File: src/rtl/word_gen_if.sv
// word_gen_if: valid/ready word stream carrying one N-digit base-4 word per handshake.
interface word_gen_if #(parameter int N = 4);
  logic [2*N-1:0] word_out;
  logic           word_valid;
  logic           word_ready;
  modport master(output word_out, word_valid, input word_ready);
  modport slave(input word_out, word_valid, output word_ready);
endinterface

File: src/rtl/word_gen.sv
// word_gen: streams every N-digit base-4 word whose digit sum equals target_sum, ascending.
// Optional WORD_GEN_ABORT_EN adds an abort input that ends a run early.
module word_gen #(parameter int N = 4) (
  input  logic            clk,
  input  logic            rst,
  input  logic            start,
  input  logic [9:0]      target_sum,
`ifdef WORD_GEN_ABORT_EN
  input  logic            abort,
`endif
  word_gen_if.master      stream,
  output logic            busy,
  output logic            done,
  output logic [2*N:0]    match_count
);
  typedef enum logic [1:0] {IDLE, SEARCH, HOLD, DONE} state_t;
  localparam logic [9:0] MAX_SUM = 10'(3 * N);
  state_t state, state_n;
  logic [2*N-1:0] cand, cand_n, word, word_n;
  logic [9:0] target, target_n, sum;
  logic [2*N:0] count, count_n;
  logic last, hit, kill;
  always_comb begin
    sum = '0;
    for (int i = 0; i < N; i++) sum = sum + 10'(cand[2*i +: 2]);
  end
  assign last = &cand;
  assign hit = sum == target;
`ifdef WORD_GEN_ABORT_EN
  assign kill = abort && (state == SEARCH || state == HOLD);
`else
  assign kill = 1'b0;
`endif
  always_comb begin
    state_n  = state;
    cand_n   = cand;
    target_n = target;
    word_n   = word;
    count_n  = count;
    if (kill) state_n = DONE;
    else case (state)
      IDLE: if (start) begin
        target_n = target_sum;
        cand_n   = '0;
        count_n  = '0;
        state_n  = target_sum > MAX_SUM ? DONE : SEARCH;
      end
      SEARCH: begin
        word_n  = hit ? cand : word;
        state_n = hit ? HOLD : last ? DONE : SEARCH;
        cand_n  = (hit || last) ? cand : cand + (2*N)'(1);
      end
      HOLD: if (stream.word_ready) begin
        count_n = count + (2*N+1)'(1);
        state_n = last ? DONE : SEARCH;
        cand_n  = last ? cand : cand + (2*N)'(1);
      end
      DONE: state_n = IDLE;
    endcase
  end
  always_ff @(posedge clk or posedge rst)
    if (rst) begin
      state  <= IDLE;
      cand   <= '0;
      target <= '0;
      word   <= '0;
      count  <= '0;
    end else begin
      state  <= state_n;
      cand   <= cand_n;
      target <= target_n;
      word   <= word_n;
      count  <= count_n;
    end
  assign stream.word_out   = word;
  assign stream.word_valid = state == HOLD;
  assign busy              = state != IDLE;
  assign done              = state == DONE;
  assign match_count       = count;
endmodule

File: src/flat_wrapper.sv
// flat-port wrapper written by rule: the top's interface ports become plain ports
module word_gen_flat 
#(parameter int N = 4)
  (clk, rst, start, target_sum, busy, done, match_count, stream_word_out, stream_word_valid, stream_word_ready);
  word_gen_if #(.N(N)) stream_i ();
  input  logic clk;
  input  logic rst;
  input  logic start;
  input  logic [9:0] target_sum;
  output logic busy;
  output logic done;
  output logic [2*N:0] match_count;
  output wire logic [$bits(stream_i.word_out)-1:0] stream_word_out;
  output wire logic [$bits(stream_i.word_valid)-1:0] stream_word_valid;
  input wire logic [$bits(stream_i.word_ready)-1:0] stream_word_ready;
  assign stream_word_out = stream_i.word_out;
  assign stream_word_valid = stream_i.word_valid;
  assign stream_i.word_ready = stream_word_ready;
  word_gen #(.N(N)) u_core (.clk(clk), .rst(rst), .start(start), .target_sum(target_sum), .stream(stream_i), .busy(busy), .done(done), .match_count(match_count));
endmodule
File: config.mk
export PLATFORM = sky130hd
export DESIGN_NAME = word_gen_flat
export DESIGN_NICKNAME = d
export VERILOG_FILES = /design/src/rtl/word_gen_if.sv /design/src/rtl/word_gen.sv /design/src/flat_wrapper.sv
export SDC_FILE = /design/constraint.sdc
export NUM_CORES = 1
export LEC_CHECK = 0
export CORE_ASPECT_RATIO = 0.6
export CORE_MARGIN = 4
export CORE_UTILIZATION = 59
export CTS_BUF_LIST = sky130_fd_sc_hd__clkbuf_4 sky130_fd_sc_hd__clkbuf_8
export DETAILED_ROUTE_END_ITERATION = 8
export PLACE_DENSITY_LB_ADDON = 0.12
export SYNTH_ARGS = -nofsm -noshare
export SYNTH_HDL_FRONTEND = slang
export SYNTH_SLANG_ARGS = --single-unit
File: constraint.sdc
create_clock -name clk -period 7.2 [get_ports clk]
set_input_delay 1.44 -clock clk [delete_from_list [all_inputs] [get_ports clk]]
set_output_delay 1.44 -clock clk [all_outputs]
set_load 0.02 [all_outputs]
==> out/summary.txt <==
Status: complete, no violations
Final Cycle Share: 54.4%
Vias in the first global route: 1593
Ant diodes: 0
Global Route met3 Usage: 5.96%
Maximum fanout along the worst path: 11
Crit path kind: reg2reg
Hold Crit Class: reg2reg
Fin. Hold Viols: 0
Unrepaired setup endpoints after global routing: no
Cells after Synth: 192
Clk_skew: 0.0119 ns
Area grow syn2layout: 21.6%
Clock Sinks: 37
Share of post-route cells with drive strength above 1: 15.4%
Hold_buf cts: 0
Ys Warns: 0
Dpl cells: 265
DIE WIDTH: 84.7 um
CTS tree: done
Met1 Usage GRT: 29.7%
Cell Count, Final, Fillers Out: 273
Final HPWL DP: 3.38 mm
Mean Syn Cell Area: 10.9 um2
DR iter-0 viols: 66
Slew margin rel.: 46.2%
Crit. End Element: register
Sequential share of the synthesized area: 44.4%
Number of max-cap violations: 0
First-pass GRT wire length: 7.54 mm
Mapped Area: 0.00208 mm2
Maximum VDD drop: 0.000197 V
Antenna Nets Post-Route: 0
Postcts setup bufs: 0
Critical Path Start Type: register
Starting Density: 62.7%
Largest net degree at the start of global routing: 38
Crit-path cells: ha_1 > inv_1 > fa_1 > fa_1 > inv_1 > ha_1 > fa_1 > inv_1 > o221ai_1 > or4_4 > nand3_2 > o41ai_1
PwrDens: 346 mW/mm2
Number of flops mapped to enable cells by yosys: 0
FP Rows: 16
Post-CTS sizing: 0
Antenna violations before repair: 0
Clock Latency Late Sink: 0.30 ns
Placeable core region: 0.00332 mm2
Largest delay share family, worst path: adder cells
DIE AREA: 0.00458 mm2
Drt drc: 0
Post-synth top area cell: dfrtp_1
Slowest cell delay on critical path: 0.51 ns
Yosys cell types: 44
I/O Buffers: 33
Total number of vias: 1560
Pleak: 1.14 nW
Clk root buf: clkbuf_8
Clock-pin transition on the worst setup and hold timing paths: 0.08 ns
CTS HTree Levels: 2
M2 GR Usage: 33.5%
Fmax: 256 MHz
Nets: 253
Syn_nets: 218
Post-DR wirelength/cell: 16.2 um
Min cycle time layout: 3.91 ns
Worst slew pin tran: 0.800 ns
Setup TNS: 0 ns
First-pass detailed-route iteration total: 4
Arrival @ worst endpoint: 4.09 ns
FFs w/ async S/R, synth: 100%
Buf/Inv on CP: 3
CP max-delay cell: fa_1
I/O pin count: 34
Chip Height: 54.0 um
Final Max Tran Viols: 0
Seq cells post-synth: 37
Top cell type's share of synthesized area: 44.4%
Tot GR Track Use: 21.5%
GRT Max-Usage Layer: met2
Setup violators final: 0
Ys flop type: dfrtp_1
TritonCTS Buffers: 5
Worst Path Required: 7.37 ns
Final wirelength: 4.43 mm
Clock Path Buffers: 2
Synth top area cells: dfrtp_1 (44%), mux2_2 (5.9%), mux2_4 (5.0%), ha_1 (4.8%), fa_1 (3.8%)
GRT overflow: 0
Vias/cell: 5.71
Placer Congestion: 0.932
[cell type report]
class	count	area, um2
Multi-Input combinational cell	133	1070
Sequential cell	37	926
Fill cell	230	791
Timing Repair Buffer	34	338
Clock buffer	6	76.3
Inverter	16	60.1
Tap cell	45	56.3
Clock inverter	2	10.0
[registers in the layout, indices dropped and copies added (netlist names)]
register,count
u_core.cand,8
u_core.state,2
u_core.target,10
u_core.match_count,9
u_core.stream.word_out,8
[layout by cell type (no fill, tap or decap), types with 6 or more instances in the layout]
cell,instances
xor2_1,6
nor3_1,7
nand4_1,8
mux2_4,7
nand3_1,8
nor2_1,15
mux2_2,11
inv_1,16
dfrtp_1,37
o21ai_0,7
ha_1,8
clkdlybuf4s50_1,33
nand2_1,8
[routing by layer]
layer  wire [um]  vias to the layer above
met1        2170                      750
met4          46                        0
li1            -                      750
met2        1910                       53
met3         307                        7
met5           0                        -
[where the power goes]
group	switching [mW]	internal [mW]	total, mW
logic	0.222	0.186	0.408
registers	0.0548	0.268	0.323
clock network	0.0747	0.0709	0.146
total	0.351	0.525	0.876
[synth_stat cells (all sizes together) (2+ instances only)]
cell type / n
and2: 4
and3: 2
buf: 3
clkbuf: 3
dfrtp: 37
fa: 4
ha: 8
inv: 16
mux2: 18
mux2i: 2
nand2: 8
nand2b: 5
nand3: 9
nand4: 8
nor2: 16
nor2b: 3
nor3: 8
nor4: 3
o211ai: 3
o21ai: 7
o22ai: 2
o31ai: 3
xor2: 6
[metrics by stage]
stage | util, % | hold slack, ns | total power [mW] | area, um2 | worst slack, ns
after floorplan | - | 0.476 | 0.603 | 2080 | 3.59
after global placement | 73.6 | 0.490 | 0.704 | 2450 | 3.53
after detailed placement | 73.6 | 0.497 | 0.729 | 2450 | 3.34
after CTS | 76.2 | 0.514 | 0.876 | 2530 | 3.33
after global routing | 76.2 | 0.537 | 0.935 | 2530 | 3.12
final | 76.2 | 0.510 | 0.876 | 2530 | 3.29
[logic make-up (layout without fill, tap and decap cells)]
family	after synthesis	count (layout)	share of synthesized area, %
AO/OA/AOI/OAI	23	23	7.81
adder cells (fa/ha/maj)	12	12	8.65
buffers and inverters	22	58	4.38
AND/OR/NAND/NOR	71	71	19.8
multiplexers	20	20	12.0
flip-flops	37	37	44.4
XOR/XNOR	7	7	2.94
[path summary, 6_finish.rpt]
path | start | to | slack (ns) | depth (start not counted)
max reg2reg | u_core.cand[2]$_DFFE_PP0P_ | u_core.cand[7]$_DFFE_PP0P_ | 3.29 | 12
min reg2reg | u_core.target[4]$_DFFE_PP0P_ | u_core.target[4]$_DFFE_PP0P_ | 0.51 | 1
min in group asynchronous | rst | u_core.stream.word_out[6]$_DFFE_PP0P_ | 1.56 | 3
max | u_core.cand[2]$_DFFE_PP0P_ | u_core.cand[7]$_DFFE_PP0P_ | 3.29 | 12
max in group asynchronous | rst | u_core.target[3]$_DFFE_PP0P_ | 5.31 | 3
min | u_core.target[4]$_DFFE_PP0P_ | u_core.target[4]$_DFFE_PP0P_ | 0.51 | 1
Power figures use the tool's default switching activity.
